`config.mk`:
```
export PLATFORM = sky130hd
export DESIGN_NAME = ysyx_23060184_ifu
export DESIGN_NICKNAME = d
export VERILOG_FILES = /design/src/rtl/ysyx_23060184_ifu.sv
export SDC_FILE = /design/constraint.sdc
export NUM_CORES = 1
export LEC_CHECK = 0
export BUFFER_PORTS_ARGS = -buffer_cell sky130_fd_sc_hd__buf_2
export CAP_MARGIN = 10
export CORE_UTILIZATION = 49
export CTS_CLUSTER_DIAMETER = 60
export DETAILED_ROUTE_END_ITERATION = 6
export PLACE_DENSITY = 0.79
export SLEW_MARGIN = 20
export SYNTH_ARGS = -nofsm -noshare
export SYNTH_HDL_FRONTEND = slang
export SYNTH_SLANG_ARGS = --single-unit
export TNS_END_PERCENT = 30
```
`constraint.sdc`:
```
create_clock -name clk -period 2.1 [get_ports clk]
set_input_delay 0.42 -clock clk [delete_from_list [all_inputs] [get_ports clk]]
set_output_delay 0.42 -clock clk [all_outputs]
set_load 0.1 [all_outputs]
```
`src/rtl/ysyx_23060184_ifu.sv`:
```
// Instruction fetch unit: holds the PC, fetches one word per instruction and hands it to decode.
// Optional feature: define YSYX_23060184_IFU_MISALIGN_CHECK_EN to fault misaligned PCs without a bus request.
module ysyx_23060184_ifu #(
  parameter logic [31:0] RESET_PC   = 32'h8000_0000,
  parameter int          DATA_WIDTH = 32
) (
  input  logic                  clk,
  input  logic                  rstn,
  input  logic [DATA_WIDTH-1:0] npc,
  input  logic                  Pready,
  input  logic                  Dready,
  output logic [DATA_WIDTH-1:0] inst,
  output logic [DATA_WIDTH-1:0] PC,
  output logic                  Ivalid,
  output logic                  Ifault,
  output logic                  imem_req_valid,
  input  logic                  imem_req_ready,
  output logic [DATA_WIDTH-1:0] imem_addr,
  input  logic                  imem_rsp_valid,
  input  logic [DATA_WIDTH-1:0] imem_rsp_data,
  input  logic                  imem_rsp_err
);

  localparam logic [DATA_WIDTH-1:0] NOP = DATA_WIDTH'(32'h0000_0013);

`ifdef YSYX_23060184_IFU_MISALIGN_CHECK_EN
  localparam bit MISALIGN_EN = 1'b1;
`else
  localparam bit MISALIGN_EN = 1'b0;
`endif

  typedef enum logic [1:0] {
    S_REQ  = 2'd0,
    S_WAIT = 2'd1,
    S_HOLD = 2'd2,
    S_NEXT = 2'd3
  } state_t;

  state_t                state;
  logic                  pend_valid;
  logic [DATA_WIDTH-1:0] pend_pc;

  function automatic logic misaligned(input logic [DATA_WIDTH-1:0] addr);
    return MISALIGN_EN && (addr[1:0] != 2'b00);
  endfunction

  // The low PC bits never reach the bus; without the check they are simply ignored.
  assign imem_addr = {PC[DATA_WIDTH-1:2], 2'b00};

  // NOTE: all state, including the outputs, is updated with non-blocking
  // assignments so every register sees pre-edge values of its peers.
  always_ff @(posedge clk) begin
    if (!rstn) begin
      state          <= S_REQ;
      PC             <= RESET_PC[DATA_WIDTH-1:0];
      inst           <= NOP;
      Ivalid         <= 1'b0;
      Ifault         <= 1'b0;
      imem_req_valid <= 1'b0;
      pend_valid     <= 1'b0;
      pend_pc        <= '0;
    end else begin
      // Next-PC pulses that arrive before decode has consumed the word are parked.
      if (Pready && state != S_NEXT) begin
        pend_valid <= 1'b1;
        pend_pc    <= npc;
      end

      case (state)
        S_REQ: begin
          imem_req_valid <= !misaligned(PC);
          if (misaligned(PC)) begin
            state          <= S_HOLD;
            inst           <= NOP;
            Ifault         <= 1'b1;
            Ivalid         <= 1'b1;
            imem_req_valid <= 1'b0;
          end else if (imem_req_valid && imem_req_ready) begin
            state          <= S_WAIT;
            imem_req_valid <= 1'b0;
          end
        end
        S_WAIT: begin
          if (imem_rsp_valid) begin
            state  <= S_HOLD;
            inst   <= imem_rsp_err ? NOP : imem_rsp_data;
            Ifault <= imem_rsp_err;
            Ivalid <= 1'b1;
          end
        end
        S_HOLD: begin
          if (Dready) begin
            state  <= S_NEXT;
            Ivalid <= 1'b0;
          end
        end
        S_NEXT: begin
          // A live pulse beats a stale parked value.
          if (Pready) begin
            state          <= S_REQ;
            PC             <= npc;
            Ifault         <= 1'b0;
            pend_valid     <= 1'b0;
            imem_req_valid <= !misaligned(npc);
          end else if (pend_valid) begin
            state          <= S_REQ;
            PC             <= pend_pc;
            Ifault         <= 1'b0;
            pend_valid     <= 1'b0;
            imem_req_valid <= !misaligned(pend_pc);
          end
        end
      endcase
    end
  end

endmodule

```
==> metrics.txt, run 1 <==
Routed Antenna Nets 0; Max rail drop VDD roughly 0.5 mV; hold path start npc[5]; first-pass GRT wire length 15,800 um; mapped cell area 4620 um2; Tcrit/Tclk final between 70 and 80%; commonest non-fill, non-tap cell in the layout buf_2; die width 99.1 um; Ports 170; worst skew pair latency 0.35 ns; Top FF cell, synth dfxtp_1; Chip Height approximately 100 um; cell row count 35; top post-synthesis cells by area dfxtp_1 (44%), nand2_1 (11%), a21boi_0 (8.6%); Die Footprint 9830 um2; clock tree buffer depth 2; first-pass detailed-route iteration total 4; sequential share of the synthesized area around 44%; clock buffer count from CTS 9; Final setup viols 0; Vias/cell 5.18; total global routing overflow 0; min Tclk post-route about 1.6 ns; setup bufs post-CTS 0; total number of vias 3,799; All-Layer GR Usage 19.9%; Async SR Flop Fraction 0%; Pint 0.00308 W; fill count around 830; slowest stage delay, CP about 0.45 ns; pre-CTS WS 0.495 ns; root buffer cell clkbuf_8; routed wire length per instance 13.6 um; Clock Skews 0.0143 ns; Tot Pwr 0.00518 W; crit-path cells inv_1, ha_1, nor2b_1, a2111oi_2, mux2i_1; DP Wirelength approximately 7000 um; WP data arrival 1.90 ns; hold buffer count at CTS 0; fmax 612 MHz; Iter 0 DRT Violations 131; RSZ-0062 raised after global routing false; Setup CP Type flop to flop; Area Growth Syn to Fin 18.5%; CP max stage cell a2111oi_2; Synth cell types 31; Hold EP pend_pc[5]; cell taking the most area after synthesis dfxtp_1; final slew viol count 0; H-Tree Depth 3; Switching Fraction 40.5%; Layout Nets approximately 690; Core Region between 9000 and 10,000 um2; Initial Util 50.3%; Reg power frac between 40% and 50%; setup ws final 0.466 ns; HP Class primary input to flop; crit-path max FO 5; RR Startpoint state[0]; final core occ approximately 60%; Final GP Congestion between 0.7 and 0.8; FF-to-FF path depth 5; Post-CTS Resized 0; CTS tree built; clock share of power 24.3%; setup TNS 0 ns; pin count of the biggest net entering global routing 40; crit start category flop; Clk pin slew, worst setup/hold paths 0.10 ns; most frequent cells in the layout buf_2 (167), nand2_1 (130), dfxtp_1 (102), a21boi_0 (53), mux2i_1 (33); Worst setup EP type flop; DRC Markers 0; endpoints failing hold 0; initial antenna violation count 0; hold depth 3; number of max-cap violations 0; Gate power share 33.6%; Seq cells post-synth between 100 and 150; vias in the first global route 3,409; Req. time, crit path 2.37 ns; final WL 10,000 um; Synth warnings 0; antenna cells 0; RR Endpoint state[1]; Buffers on Ports 167; R2R setup slack between 0.4 and 0.5 ns; Mean Syn Cell Area 9.28 um2; Synth Instances around 500; layout cells sized above 1 31.9%; pwr/cell area 946 nW/um2; Pleak 2.89 nW; P_sw 0.00210 W; Sinks on Clock Net between 100 and 150; share of the synthesized area in the top cell type between 40% and 50%; status complete, no violations; number of synthesized flops with an enable pin 0
stage by stage:
step / hold WS, ns / instance area (um2) / std cells
2_1_floorplan: 0.434 / 4630 / 499
3_5_place_dp: 0.442 / 5280 / 718
6_report: 0.312 / 5480 / 734
3_3_place_gp: 0.433 / 5280 / 718
5_1_grt: 0.304 / 5480 / 734
4_1_cts: 0.296 / 5480 / 734
worst max path at each step:
stage / to / slack (ns) / cells past startpoint / startpoint
final: state[1] / 0.47 / 5 / state[0]
after global routing: PC[27] / 0.37 / 5 / state[1]
after floorplan: state[1] / 0.24 / 3 / imem_req_valid
after global placement: state[0] / 0.55 / 5 / state[1]
after CTS: PC[31] / 0.46 / 1 / PC[31]
after detailed placement: state[1] / 0.50 / 5 / state[0]
power groups by stage:
stage	logic [W]	registers (W)	clock network (W)
finish	0.00174	0.00218	0.00126
global route	0.00185	0.00220	0.00138
CTS	0.00175	0.00218	0.00130
detailed placement	0.00175	0.00222	0
global placement	0.00172	0.00222	0
floorplan	0.000847	0.00285	0
worst max-delay path, delay by kind of cell, from the launching register on:
family          cells  cell delay, ns
compound gates      1            0.45
mux                 1            0.24
buf+inv             1            0.09
flops               1            0.42
fa+ha+maj           1            0.22
simple gates        1            0.15
registers in the layout, indices dropped and copies added (netlist names):
signal / count
PC: 32
inst: 32
pend_pc: 32
state: 2
Ifault: 1
Ivalid: 1
imem_req_valid: 1
pend_valid: 1
final cells by class:
class / count / area, um2 / share of cell area (%)
Clock buffer: 12 / 145 / 2.65
Sequential cell: 102 / 2040 / 37.3
Timing Repair Buffer: 179 / 988 / 18.0
Clock inverter: 4 / 55.1 / 1.01
Tap cell: 111 / 139 / 2.54
Inverter: 3 / 11.3 / 0.206
Multi-Input combinational cell: 323 / 2100 / 38.3
layer usage:
| layer | track usage, % | vias to the layer above | wire length (um) |
|---|---|---|---|
| met5 | 0 | - | 0 |
| met4 | 7.81 | 0 | 131 |
| met3 | 2.95 | 12 | 311 |
| met2 | 35.2 | 94 | 5060 |
| met1 | 24.5 | 1807 | 4500 |
| li1 | - | 1886 | - |
cells by family after synthesis:
group                    after synthesis  synth area share [%]
adder cells (fa/ha/maj)                5                  1.35
AO/OA/AOI/OAI                        105                  18.8
buffers and inverters                 74                  10.6
AND/OR/NAND/NOR                      177                  17.6
flip-flops                           102                  44.2
multiplexers                          34                  7.39
other                                  1                0.0811
cell usage after synthesis (2+ instances only):
cell      instances
nand2_1         130
dfxtp_1         102
a21boi_0         53
buf_4            36
mux2i_1          33
o211a_1          32
nand3b_1         30
clkbuf_1         16
a21boi_1          9
buf_2             9
buf_6             8
ha_1              5
nor2_1            5
o21ai_0           5
inv_1             3
nor2b_1           3
nor3_1            3
clkbuf_4          2
nand2b_1          2
(Power assumes the default switching activity.)
==> inputs of run 2 (changes only) <==
- clock period: 2.1 -> 1.6 ns (I/O delays scaled with it)
==> run 2 against run 1 <==
Compared with the run above:
- combinational power grew 39%
- first-iteration DRC count fell by 6.1%
- setup slack worse by 0.42 ns
- die area stayed put
- largest cell class unchanged
- sequential power rose by 32%
- clock power rose by 40%
- clock skew is 0.0012 ns lower
- total power rose by 36%
- highest routed layer unchanged
==> metrics.txt, run 2 (synthesis gave the netlist of run 1 again) <==
status complete, no violations; WP data arrival 1.80 ns (-0.10 ns); Pint 0.00428 W (+39%); Final GP Congestion 0.842 (+9.0%); pin count of the biggest net entering global routing 43 (+7.5%); total global routing overflow 0 (unchanged); final std cells w/o fill 735 (+0.14%); fmax 645 MHz (+5.4%); Worst setup EP type flop; final core occ 60.5% (+0.90 points); crit-path max FO 4 (-1); total number of vias 3,779 (-0.53%); worst skew pair latency 0.36 ns (about the same); Setup CP Type flop to flop; setup ws final 0.0500 ns (-0.416 ns); area of the multi-input gates 2120 um2 (+0.95%); layout cells sized above 1 33.5% (+1.6 points); Buffers on Ports 167 (unchanged); All-Layer GR Usage 20.7% (+0.81 points); Pleak 2.92 nW (+1.1%); Clock Skews 0.0131 ns (-0.00117 ns); Chip Height 99.1 um (unchanged); slowest stage delay, CP 0.44 ns (about the same); clock share of power 25.1% (+0.8 points); DP Wirelength 7160 um (+2.4%); crit start category flop; setup TNS 0 ns (unchanged); setup bufs post-CTS 0 (unchanged); fill count 805 (-3.5%); crit-path cells buf_4, ha_1, nor3b_2, or4_1, o211a_1; Layout Nets 695 (+0.14%); pre-CTS WS -0.0149 ns (-0.510 ns); Initial Util 50.3% (unchanged); RSZ-0062 raised after global routing true; root buffer cell clkbuf_8; Routed Antenna Nets 0 (unchanged); Area Growth Syn to Fin 20.3%; initial antenna violation count 0 (unchanged); Regs by FF count PC x32, inst x32, pend_pc x32; first-pass detailed-route iteration total 6 (+2); P_sw 0.00277 W (+32%); final WL 10,300 um (+2.5%); Ports 170 (unchanged); HP Class primary input to flop; clock buffer count from CTS 9 (unchanged); commonest non-fill, non-tap cell in the layout buf_2; Max rail drop VDD 0.621 mV (+27%); Core Region 9200 um2 (unchanged); Tcrit/Tclk final 96.9% (+19 points); Critical Path Start state[1]; routed wire length per instance 13.9 um (+2.3%); Iter 0 DRT Violations 123 (-6.1%); Final setup viols 0 (unchanged); RR Startpoint state[1]; first-pass GRT wire length 16,500 um (+4.4%); min Tclk post-route 1.55 ns (-0.0838 ns); endpoints failing hold 0 (unchanged); most frequent cells in the layout buf_2 (167), nand2_1 (130), dfxtp_1 (93), a21boi_0 (53), mux2i_1 (33); CP top delay family simple AND/OR/NAND/NOR gates; number of max-cap violations 0 (unchanged); R2R setup slack 0.05 ns (-0.42 ns); Reg area 2060 um2 (+0.67%); Gate power share 34.2% (+0.6 points); Req. time, crit path 1.85 ns (-0.52 ns); DRC Markers 0 (unchanged); Reg power frac 40.7% (-1.4 points); CP max stage cell or4_1; dpl cell area 5320 um2 (+0.81%); antenna cells 0 (unchanged); Vias/cell 5.14 (-0.66%); post-placement cell count 719 (+0.14%); vias in the first global route 3,546 (+4.0%); Sinks on Clock Net 102 (unchanged); final slew viol count 0 (unchanged); hold path start npc[2]; Switching Fraction 39.3% (-1.3 points); cell row count 35 (unchanged); WP buf/inv 1 (unchanged); H-Tree Depth 3 (unchanged); pwr/cell area 1270 nW/um2 (+34%); final instance area 5560 um2 (+1.5%); Die Footprint 9830 um2 (unchanged); die width 99.1 um (unchanged); CTS tree built; clock tree buffer depth 2 (unchanged); Clk pin slew, worst setup/hold paths 0.09 ns (about the same)
==> run 2: cell count changes in the layout (fill, tap and decap cells not counted), sizes merged <==
cell    before  now
bufinv       1    2
buf        179  180
clkbuf      12   13
clkinv       1    0
inv          4    3
==> run 2: timing repair <==
action | in CTS | in global routing
gates resized for setup | 0 | 5
pin swaps | 1 | 1
hold endpoints to repair | 0 | 0
setup endpoints to repair | 1 | 3
hold buffers | 0 | 0
==> run 2: worst paths after layout <==
check,endpoint,cells after the start
setup / recovery,state[0],5
hold / removal,pend_pc[2],3
setup reg to reg,state[0],5
hold reg to reg,inst[29],2
==> run 2: power by group through the flow <==
stage	sequential [W]	clock, W	combinational (W)
2_1_floorplan	0.00375	0	0.00111
3_3_place_gp	0.00291	0	0.00232
3_5_place_dp	0.00292	0	0.00237
4_1_cts	0.00286	0.00182	0.00237
5_1_grt	0.00290	0.00192	0.00255
6_report	0.00287	0.00177	0.00241
==> run 2: area by class of cell <==
class / instances / area share (%)
timing repair buffer: 180 / 18.4
sequential: 102 / 37.0
multi-input combinational: 323 / 38.1
tap: 111 / 2.50
clock inverter: 3 / 1.22
inverter: 3 / 0.203
clock buffer: 13 / 2.68
==> run 2: worst register-to-register path, delay by kind of cell (launching register included) <==
| kind | cells | cell delay [ns] |
|---|---|---|
| buffers and inverters | 1 | 0.14 |
| and+or+nand+nor | 2 | 0.64 |
| DFF | 1 | 0.32 |
| AOI/OAI and AO/OA | 1 | 0.15 |
| adders and majority gates | 1 | 0.20 |
==> run 2: metrics by stage <==
| step | hold WS [ns] | power (W) |
|---|---|---|
| after global placement | 0.437 | 0.00522 |
| final | 0.201 | 0.00705 |
| after global routing | 0.199 | 0.00736 |
| after floorplan | 0.434 | 0.00486 |
| after detailed placement | 0.440 | 0.00529 |
| after CTS | 0.186 | 0.00705 |
==> run 2: routing by layer <==
metal  wire length [um]  GRT usage, %  vias to the layer above
met2               5100          35.5                       82
met1               4550          25.3                     1790
met3                402          4.22                       18
li1                   -             -                     1889
met4                200          9.05                        0
met5                  0             0                        -
==> inputs of run 3 (changes only) <==
==> constraint.sdc (replaced) <==
create_clock -name clk -period 1.6 [get_ports clk]
set_input_delay 0.16 -clock clk [delete_from_list [all_inputs] [get_ports clk]]
set_output_delay 0.16 -clock clk [all_outputs]
set_load 0.1 [all_outputs]
==> run 3 against run 2 <==
Compared with the run above:
- sequential cell count is the same
- clock power shrank 10%
- sequential power is essentially flat
- die area is the same
- critical path depth is the same
- critical endpoint unchanged
- largest power group unchanged
- highest routed layer unchanged
==> metrics.txt, run 3 (synthesis gave the netlist of run 1 again) <==
first-pass detailed-route iteration total 4 (-2); CP top delay family simple AND/OR/NAND/NOR gates; HP Class primary input to flop; Reg area 2050 um2 (-0.37%); pwr/cell area 1240 nW/um2 (-2.1%); first-pass GRT wire length 16,100 um (-2.3%); worst skew pair latency 0.35 ns (about the same); Vias/cell 5.10 (-0.88%); Pleak 2.90 nW (-0.70%); endpoints failing hold 0 (unchanged); Worst setup EP type flop; Regs by FF count PC x32, inst x32, pend_pc x32; All-Layer GR Usage 20.4% (-0.32 points); DRC Markers 0 (unchanged); Buffers on Ports 167 (unchanged); status complete, no violations; WP data arrival 1.80 ns (about the same); Initial Util 50.3% (unchanged); Chip Height 99.1 um (unchanged); crit-path max FO 5 (+1); fmax 637 MHz (-1.3%); Final setup viols 0 (unchanged); Setup CP Type flop to flop; Iter 0 DRT Violations 101 (-18%); Max rail drop VDD 0.633 mV (+2.1%); cell row count 35 (unchanged); slowest stage delay, CP 0.49 ns (+0.05 ns); final core occ 60.0% (-0.48 points); final slew viol count 0 (unchanged); Clk pin slew, worst setup/hold paths 0.09 ns (about the same); Ports 170 (unchanged); hold_ws 0.0572 ns (-0.144 ns); Tcrit/Tclk final 98.2% (+1.3 points); commonest non-fill, non-tap cell in the layout buf_2; total number of vias 3,751 (-0.74%); layout cells sized above 1 32.8% (-0.69 points); min Tclk post-route 1.57 ns (+0.0204 ns); hold buffer count at CTS 0 (unchanged); Core Region 9200 um2 (unchanged); initial antenna violation count 0 (unchanged); CTS tree built; Sinks on Clock Net 102 (unchanged); Layout Nets 696 (+0.14%); die width 99.1 um (unchanged); clock buffer count from CTS 9 (unchanged); Req. time, crit path 1.83 ns (-0.02 ns); number of max-cap violations 0 (unchanged); crit-path cells inv_1, ha_1, nor2b_2, or4_1, o211a_1; post-placement cell count 720 (+0.14%); Die Footprint 9830 um2 (unchanged); dpl cell area 5310 um2 (-0.26%); pin count of the biggest net entering global routing 37 (-14%); CP max stage cell or4_1; area of the multi-input gates 2110 um2 (-0.24%); Area Growth Syn to Fin 19.3%; WP buf/inv 1 (unchanged); Tot Pwr 0.00685 W (-2.9%); total global routing overflow 0 (unchanged); Routed Antenna Nets 0 (unchanged); clock tree buffer depth 2 (unchanged); H-Tree Depth 3 (unchanged); vias in the first global route 3,491 (-1.6%); root buffer cell clkbuf_8; antenna cells 0 (unchanged); fill count 838 (+4.1%); Final GP Congestion 0.818 (-2.9%); routed wire length per instance 13.7 um (-1.6%); DP Wirelength 7220 um (+0.74%); crit start category flop; final WL 10,100 um (-1.5%); setup bufs post-CTS 0 (unchanged); final std cells w/o fill 736 (+0.14%); Clock Skews 0.0134 ns (+0.000297 ns); final instance area 5520 um2 (-0.79%); most frequent cells in the layout buf_2 (167), nand2_1 (130), dfxtp_1 (99), a21boi_0 (53), mux2i_1 (33)
[run 3: cell count changes in the layout (fill, tap and decap cells not counted), sizes merged]
cell / before / now
inv: 3 / 4
buf: 180 / 181
bufinv: 2 / 1
clkinvlp: 1 / 2
clkbuf: 13 / 11
clkinv: 0 / 1
[run 3: what timing repair did]
| item | CTS | global route |
|---|---|---|
| gates resized for setup | 2 | 3 |
| hold endpoints to repair | 0 | 0 |
| endpoints found under the setup margin | 2 | 3 |
| pin swaps | 0 | 0 |
[run 3: worst paths after layout]
kind / slack, ns / cells past startpoint / endpoint / start
worst max-delay path: 0.03 / 5 / state[0] / state[1]
worst min-delay path: 0.06 / 3 / pend_pc[5] / npc[5]
worst max register to register: 0.03 / 5 / state[0] / state[1]
worst min register to register: 0.46 / 2 / pend_pc[5] / pend_pc[5]
[run 3: where the power goes]
part	switching (W)	leakage (nW)	internal (W)
Combinational	0.00179	1.98	0.000600
Sequential	0.000123	0.831	0.00274
Clock	0.000856	0.0899	0.000729
[run 3: worst register-to-register path: cells and delay by family (launching register included)]
kind / cells / cell delay [ns]
fa+ha+maj: 1 / 0.19
flops: 1 / 0.37
buf+inv: 1 / 0.06
simple gates: 2 / 0.69
compound gates: 1 / 0.15
[run 3: final cells by class]
type / instances / area share (%)
Clock buffer: 11 / 2.38
Clock inverter: 5 / 1.07
Inverter: 3 / 0.204
Multi-Input combinational cell: 323 / 38.3
Sequential cell: 102 / 37.1
Tap cell: 111 / 2.52
Timing Repair Buffer: 181 / 18.4
[run 3: stage by stage]
step / setup WS (ns) / setup TNS (ns)
after global routing: -0.0123 / -0.0123
after global placement: 0.0972 / 0
final: 0.0296 / 0
after floorplan: 0.0662 / 0
after CTS: 0.0339 / 0
after detailed placement: -0.0189 / -0.0189
[run 3: metal layers]
metal | vias up | global-route usage [%] | part of all wire (%)
met4 | 0 | 6.33 | 1.0
met2 | 77 | 36.8 | 52
li1 | 1889 | - | -
met5 | - | 0 | 0
met1 | 1777 | 24.3 | 44
met3 | 8 | 4.29 | 3.1
